--- config.mk ---
export PLATFORM = sky130hd
export DESIGN_NAME = hist_peak_finder_flat
export DESIGN_NICKNAME = d
export VERILOG_FILES = /design/src/rtl/hist_peak_finder_if.sv /design/src/rtl/hist_peak_finder.sv /design/src/flat_wrapper.sv
export SDC_FILE = /design/constraint.sdc
export NUM_CORES = 1
export LEC_CHECK = 0
export CORE_MARGIN = 10
export CORE_UTILIZATION = 55
export CTS_BUF_LIST = sky130_fd_sc_hd__clkbuf_4
export CTS_CLUSTER_DIAMETER = 150
export DETAILED_ROUTE_END_ITERATION = 6
export MAX_ROUTING_LAYER = met4
export PLACE_DENSITY = 0.95
export SYNTH_ARGS = -nofsm -noshare
export SYNTH_HDL_FRONTEND = slang
export SYNTH_SLANG_ARGS = --single-unit
--- constraint.sdc ---
create_clock -name clk -period 4.55 [get_ports clk]
set_clock_uncertainty 0.2 [all_clocks]
set_input_delay 0.455 -clock clk [delete_from_list [all_inputs] [get_ports clk]]
set_output_delay 0.455 -clock clk [all_outputs]
set_load 0.03 [all_outputs]
--- src/rtl/hist_peak_finder_if.sv ---
// rtl/hist_peak_finder_if.sv - Histogram RAM ports, start handshake and peak result bundle for hist_peak_finder.
// master is the peak finder side; slave is the builder/RAM side.
interface hist_peak_finder_if #(
  parameter int NB     = 6,
  parameter int PIX_W  = 2,
  parameter int CNT_W  = 8,
  parameter int ADDR_W = 8
);
  logic              start;
  logic              rd_en;
  logic [ADDR_W-1:0] rd_addr;
  logic [CNT_W-1:0]  rd_data;
  logic              wr_en;
  logic [ADDR_W-1:0] wr_addr;
  logic [CNT_W-1:0]  wr_data;
  logic              busy;
  logic              peak_valid;
  logic [PIX_W-1:0]  peak_pixel;
  logic [NB-1:0]     peak_bin;
  logic [CNT_W-1:0]  peak_count;
  logic              done;

  modport master (
    input  start, rd_data,
    output rd_en, rd_addr, wr_en, wr_addr, wr_data,
    output busy, peak_valid, peak_pixel, peak_bin, peak_count, done
  );

  modport slave (
    output start, rd_data,
    input  rd_en, rd_addr, wr_en, wr_addr, wr_data,
    input  busy, peak_valid, peak_pixel, peak_bin, peak_count, done
  );
endinterface

--- src/rtl/hist_peak_finder.sv ---
// rtl/hist_peak_finder.sv - Scans each pixel's histogram in RAM and reports the peak bin per pixel.
// Optional macro SIFH_PEAK_CLEAR_ON_READ_EN zeroes every bin through RAM port A right after it is read.
module hist_peak_finder #(
  parameter int BIN_NUM   = 64,
  parameter int NB        = 6,
  parameter int PIXEL_NUM = 4,
  parameter int PIX_W     = 2,
  parameter int CNT_W     = 8,
  parameter int ADDR_W    = 8
) (
  input logic                clk,
  input logic                res,
  hist_peak_finder_if.master bus
);

  localparam logic [2:0] IDLE  = 3'd0;
  localparam logic [2:0] SCAN  = 3'd1;
  localparam logic [2:0] DRAIN = 3'd2;
  localparam logic [2:0] EMIT  = 3'd3;
  localparam logic [2:0] DONE  = 3'd4;

  localparam logic [NB-1:0]    BIN_LAST = NB'(BIN_NUM - 1);
  localparam logic [PIX_W-1:0] PIX_LAST = PIX_W'(PIXEL_NUM - 1);

  logic [2:0]       state;
  logic [PIX_W-1:0] pixel;
  logic [NB-1:0]    bin;
  logic             rd_en_d;
  logic [NB-1:0]    bin_d;
  logic [CNT_W-1:0] max_cnt;
  logic [NB-1:0]    max_bin;
  logic [PIX_W-1:0] peak_pixel_r;
  logic [NB-1:0]    peak_bin_r;
  logic [CNT_W-1:0] peak_count_r;

  logic             take;
  logic [CNT_W-1:0] cmp_max;
  logic [NB-1:0]    cmp_bin;

  // Bin 0 always seeds the running max; later bins need a strict win so ties keep the lowest bin.
  always_comb begin
    take    = rd_en_d && ((bin_d == '0) || (bus.rd_data > max_cnt));
    cmp_max = take ? bus.rd_data : max_cnt;
    cmp_bin = take ? bin_d : max_bin;
  end

  always_ff @(posedge clk or negedge res) begin
    if (!res) begin
      state        <= IDLE;
      pixel        <= '0;
      bin          <= '0;
      rd_en_d      <= 1'b0;
      bin_d        <= '0;
      max_cnt      <= '0;
      max_bin      <= '0;
      peak_pixel_r <= '0;
      peak_bin_r   <= '0;
      peak_count_r <= '0;
    end else begin
      rd_en_d <= (state == SCAN);
      bin_d   <= bin;
      if (rd_en_d) begin
        max_cnt <= cmp_max;
        max_bin <= cmp_bin;
      end
      case (state)
        IDLE: begin
          if (bus.start) begin
            pixel <= '0;
            bin   <= '0;
            state <= SCAN;
          end
        end
        SCAN: begin
          bin <= bin + 1'b1;
          if (bin == BIN_LAST) state <= DRAIN;
        end
        DRAIN: begin
          // Final bin's data arrives now, so the result is latched straight from the compare.
          peak_pixel_r <= pixel;
          peak_bin_r   <= cmp_bin;
          peak_count_r <= cmp_max;
          state        <= EMIT;
        end
        EMIT: begin
          if (pixel != PIX_LAST) begin
            pixel <= pixel + 1'b1;
            bin   <= '0;
            state <= SCAN;
          end else begin
            state <= DONE;
          end
        end
        DONE:    state <= IDLE;
        default: state <= IDLE;
      endcase
    end
  end

  assign bus.rd_en      = (state == SCAN);
  assign bus.rd_addr    = (state == SCAN) ? ADDR_W'({pixel, bin}) : '0;
  assign bus.busy       = (state == SCAN) || (state == DRAIN) || (state == EMIT);
  assign bus.peak_valid = (state == EMIT);
  assign bus.done       = (state == DONE);
  assign bus.peak_pixel = peak_pixel_r;
  assign bus.peak_bin   = peak_bin_r;
  assign bus.peak_count = peak_count_r;

`ifdef SIFH_PEAK_CLEAR_ON_READ_EN
  logic [ADDR_W-1:0] rd_addr_d;

  always_ff @(posedge clk or negedge res) begin
    if (!res) rd_addr_d <= '0;
    else      rd_addr_d <= bus.rd_addr;
  end

  assign bus.wr_en   = rd_en_d;
  assign bus.wr_addr = rd_en_d ? rd_addr_d : '0;
  assign bus.wr_data = '0;
`else
  assign bus.wr_en   = 1'b0;
  assign bus.wr_addr = '0;
  assign bus.wr_data = '0;
`endif

endmodule

--- src/flat_wrapper.sv ---
// flat-port wrapper written by rule: the top's interface ports become plain ports
module hist_peak_finder_flat 
#(
  parameter int BIN_NUM   = 64,
  parameter int NB        = 6,
  parameter int PIXEL_NUM = 4,
  parameter int PIX_W     = 2,
  parameter int CNT_W     = 8,
  parameter int ADDR_W    = 8
)
  (clk, res, bus_start, bus_rd_data, bus_rd_en, bus_rd_addr, bus_wr_en, bus_wr_addr, bus_wr_data, bus_busy, bus_peak_valid, bus_peak_pixel, bus_peak_bin, bus_peak_count, bus_done);
  hist_peak_finder_if #(.NB(NB), .PIX_W(PIX_W), .CNT_W(CNT_W), .ADDR_W(ADDR_W)) bus_i ();
  input logic clk;
  input logic res;
  input wire logic [$bits(bus_i.start)-1:0] bus_start;
  input wire logic [$bits(bus_i.rd_data)-1:0] bus_rd_data;
  output wire logic [$bits(bus_i.rd_en)-1:0] bus_rd_en;
  output wire logic [$bits(bus_i.rd_addr)-1:0] bus_rd_addr;
  output wire logic [$bits(bus_i.wr_en)-1:0] bus_wr_en;
  output wire logic [$bits(bus_i.wr_addr)-1:0] bus_wr_addr;
  output wire logic [$bits(bus_i.wr_data)-1:0] bus_wr_data;
  output wire logic [$bits(bus_i.busy)-1:0] bus_busy;
  output wire logic [$bits(bus_i.peak_valid)-1:0] bus_peak_valid;
  output wire logic [$bits(bus_i.peak_pixel)-1:0] bus_peak_pixel;
  output wire logic [$bits(bus_i.peak_bin)-1:0] bus_peak_bin;
  output wire logic [$bits(bus_i.peak_count)-1:0] bus_peak_count;
  output wire logic [$bits(bus_i.done)-1:0] bus_done;
  assign bus_i.start = bus_start;
  assign bus_i.rd_data = bus_rd_data;
  assign bus_rd_en = bus_i.rd_en;
  assign bus_rd_addr = bus_i.rd_addr;
  assign bus_wr_en = bus_i.wr_en;
  assign bus_wr_addr = bus_i.wr_addr;
  assign bus_wr_data = bus_i.wr_data;
  assign bus_busy = bus_i.busy;
  assign bus_peak_valid = bus_i.peak_valid;
  assign bus_peak_pixel = bus_i.peak_pixel;
  assign bus_peak_bin = bus_i.peak_bin;
  assign bus_peak_count = bus_i.peak_count;
  assign bus_done = bus_i.done;
  hist_peak_finder #(.BIN_NUM(BIN_NUM), .NB(NB), .PIXEL_NUM(PIXEL_NUM), .PIX_W(PIX_W), .CNT_W(CNT_W), .ADDR_W(ADDR_W)) u_core (.clk(clk), .res(res), .bus(bus_i));
endmodule
==> flow_summary.toml <==
[setup_path]
cp_top_family = "compound AO/OA/AOI/OAI gates"
startpoint_type = "input pin"
cp_common_cell = "mux2_2"
cp_slowest_cell = "o41ai_4"
critical-path-max-stage-delay_ns = 0.52
timing.critical_path.buf_inv = 2
reg2regPathDepth = 9
endpoint_kind = "flop"
crit_required_ns = 4.61
reg2reg_to = "u_core.bus.peak_bin[0]$_DFFE_PN0P_"
cp_max_fo = 10
path_class = "in -> reg"
rrSetupSlack_ns = 1.71
crit_chain = "clkdlybuf4s50_1 -> ha_1 -> nor2b_1 -> o211ai_1 -> a21oi_1 -> o41ai_4 -> buf_4 -> mux2_2 -> mux2_2"
cp.arrival_ns = 3.04
r2r_start = "u_core.max_cnt[1]$_DFFE_PN0P_"

[clocking]
htree_levels = 2
cts_max_path_buffers = 2
clock-sinks = 48
cts.clk_slew.worst_paths_ns = 0.13
holdBufCountCts = 0
cts_root_buffer = "clkbuf_4"
post-cts-setup-buffers = 0
cts_tree = "done"
insertion_delay_ns = 0.36
numCtsBuffers = 5
ctsResizeCount = 0

[sta]
slew-limit-headroom = 0.318
layout_setup_ws_ns = 1.57
max_freq_ghz = 0.335
tightestPinTransition_ns = 1.02
setup_violations = 0
slew_viol_final = 0
fin_setup_tns_ns = 0
finalHoldViolations = 0
finalCritPeriodShare = 0.655
rsz0062_at_grt = "no"
min_period_ns = 2.98

[global_route]
grt_pass1_vias = 1515
antenna_found_initial = 0
grt_usage = 0.132
grt_pass1_wl_um = 7600
grt.overflow.total = 0
grt_start_max_net_pins = 49

[yosys]
ys_seq_area_frac = 0.525
synth-xor-area-share = 0.0153
ys_warn_count = 0
yosysUniqueCellTypes = 32
synth-seq-cells = 48
synth_fa_ha_area_frac = 0.0547
synth-compound-area-share = 0.0465
async_flop_share = 1.00
synth_mux_area_frac = 0.164
synth-simple-area-share = 0.109
syn_area_um2 = 2290
ys.flop_type = "dfrtp_1"
synth-edff-count = 0
syn_inst = 187
synth_top_family_by_area = "multiplexers"
syn_area_per_cell_um2 = 12.2

[cells_and_area]
syn2layout_area_growth_pct = 19.0
final_common_cell = "dfrtp_1"
drive_above_1_share = 0.204
final_cell_mix = "48 x dfrtp_1, 37 x clkdlybuf4s50_1, 20 x mux2_2"
antenna_cells = 0
nets = 250
fin_cells = 280
fill_cells = 303

[route]
firstDrtPassIters = 4
drc = 0
routed_wl_um = 4470
ant_nets = 0
wl_per_cell_um = 15.9
first_iter_violations = 81
vias_per_cell = 5.09
vias = 1426

[placement]
routabilityCongestion = 0.853
place_ws_ns = 1.17
io_buffers = 38
detailed_place_hpwl_um = 3410
placedCellCount = 272

[power]
seqPwrFrac = 0.416
power.net_switching_mw = 0.610
ir_worst_vdd_mv = 0.337
cellPowerDensity_nw_per_um2 = 589
p_sw_frac = 0.380
p_clk_frac = 0.123
p_int_mw = 0.994
leakagePower_nw = 1.29
p_comb_frac = 0.462

[run_status]
status = "completed"

[job]
maxCapViolations = 0

[floorplanning]
ios = 56
dieArea_um2 = 7140
die_y_um = 84.5
initial_core_util = 0.572
rows = 23
die_x_um = 84.5
fp.coreArea_um2 = 4000

[min_path]
hp-class = "in -> async"
-- through the flow --
step	area (um2)	utilization	hold WS (ns)	power, mW
6_report	2720	0.681	0.0557	1.60
5_1_grt	2720	0.681	0.117	1.72
4_1_cts	2720	0.681	0.0885	1.62
3_5_place_dp	2670	0.667	0.249	1.42
3_3_place_gp	2670	0.667	0.240	1.38
2_1_floorplan	2350	-	-0.0406	1.20
-- kinds of logic after synthesis --
kind of cell / count (synthesis)
flops: 48
simple gates: 46
buf+inv: 32
mux: 30
compound gates: 16
fa+ha+maj: 10
xor+xnor: 4
other cells: 1
-- per-layer routing --
metal	track usage	vias to the layer above	part of all wire
met3	0.0493	6	0.059
met2	0.220	34	0.51
met4	0.0344	0	0.012
li1	-	692	-
met1	0.146	694	0.42
met5	-	-	0
-- power by group through the flow --
stage / Combinational [mW] / Sequential (mW) / Clock [mW]
after floorplan: 0.550 / 0.648 / 0
after global placement: 0.716 / 0.668 / 0
after detailed placement: 0.749 / 0.674 / 0
after CTS: 0.751 / 0.667 / 0.200
after global routing: 0.815 / 0.686 / 0.218
final: 0.740 / 0.667 / 0.197
-- final cells by class --
| class | count | area, um2 | area share |
|---|---|---|---|
| Tap cell | 50 | 62.6 | 0.0230 |
| Timing Repair Buffer | 41 | 398 | 0.146 |
| Multi-Input combinational cell | 123 | 967 | 0.355 |
| Clock inverter | 2 | 11.3 | 0.00414 |
| Clock buffer | 6 | 45.0 | 0.0165 |
| Inverter | 10 | 37.5 | 0.0138 |
| Sequential cell | 48 | 1200 | 0.441 |
-- registers in the layout (all words and copies together), names as in the netlist --
| signal | flops |
|---|---|
| u_core.max_bin | 6 |
| u_core.bus.peak_count | 8 |
| u_core.max_cnt | 8 |
| u_core.pixel | 2 |
| u_core.state | 3 |
| u_core.bus.peak_pixel | 2 |
| u_core.rd_en_d | 1 |
| u_core.bin_d | 6 |
| u_core.bus.peak_bin | 6 |
| u_core.bin | 6 |
-- worst reg2reg max path: stages, from the launching register on --
cell and delay (ns):
dfrtp_1 0.38, inv_1 0.05, ha_1 0.27, nor2b_1 0.13, o211ai_1 0.15, a21oi_1 0.12, o41ai_4 0.52, buf_4 0.30
mux2_2 0.37, mux2_2 0.27
-- worst max path at each step --
stage / slack [ns] / start / to / depth (start not counted)
after floorplan: 1.80 / bus_rd_data[1] / u_core.bus.peak_bin[1]$_DFFE_PN0P_ / 8
after global placement: 1.22 / bus_rd_data[1] / u_core.bus.peak_count[0]$_DFFE_PN0P_ / 9
after detailed placement: 1.17 / bus_rd_data[1] / u_core.bus.peak_bin[0]$_DFFE_PN0P_ / 9
after CTS: 1.53 / u_core.state[2]$_DFFE_PN0P_ / bus_rd_addr[1] / 4
after global routing: 1.42 / u_core.state[2]$_DFFE_PN0P_ / bus_rd_addr[1] / 4
final: 1.57 / bus_rd_data[1] / u_core.bus.peak_bin[0]$_DFFE_PN0P_ / 9
-- synth_stat cells (all sizes together), types with 4 or more instances --
| library cell | count | share of area |
|---|---|---|
| a21oi | 7 | 0.015 |
| and2 | 10 | 0.027 |
| buf | 18 | 0.061 |
| clkbuf | 4 | 0.0066 |
| dfrtp | 48 | 0.52 |
| ha | 10 | 0.055 |
| inv | 10 | 0.016 |
| mux2 | 30 | 0.16 |
| nand2 | 7 | 0.011 |
| nand4 | 5 | 0.014 |
| nor2 | 10 | 0.016 |
| xor2 | 4 | 0.015 |
No activity file was read; power rests on OpenSTA's default activity.
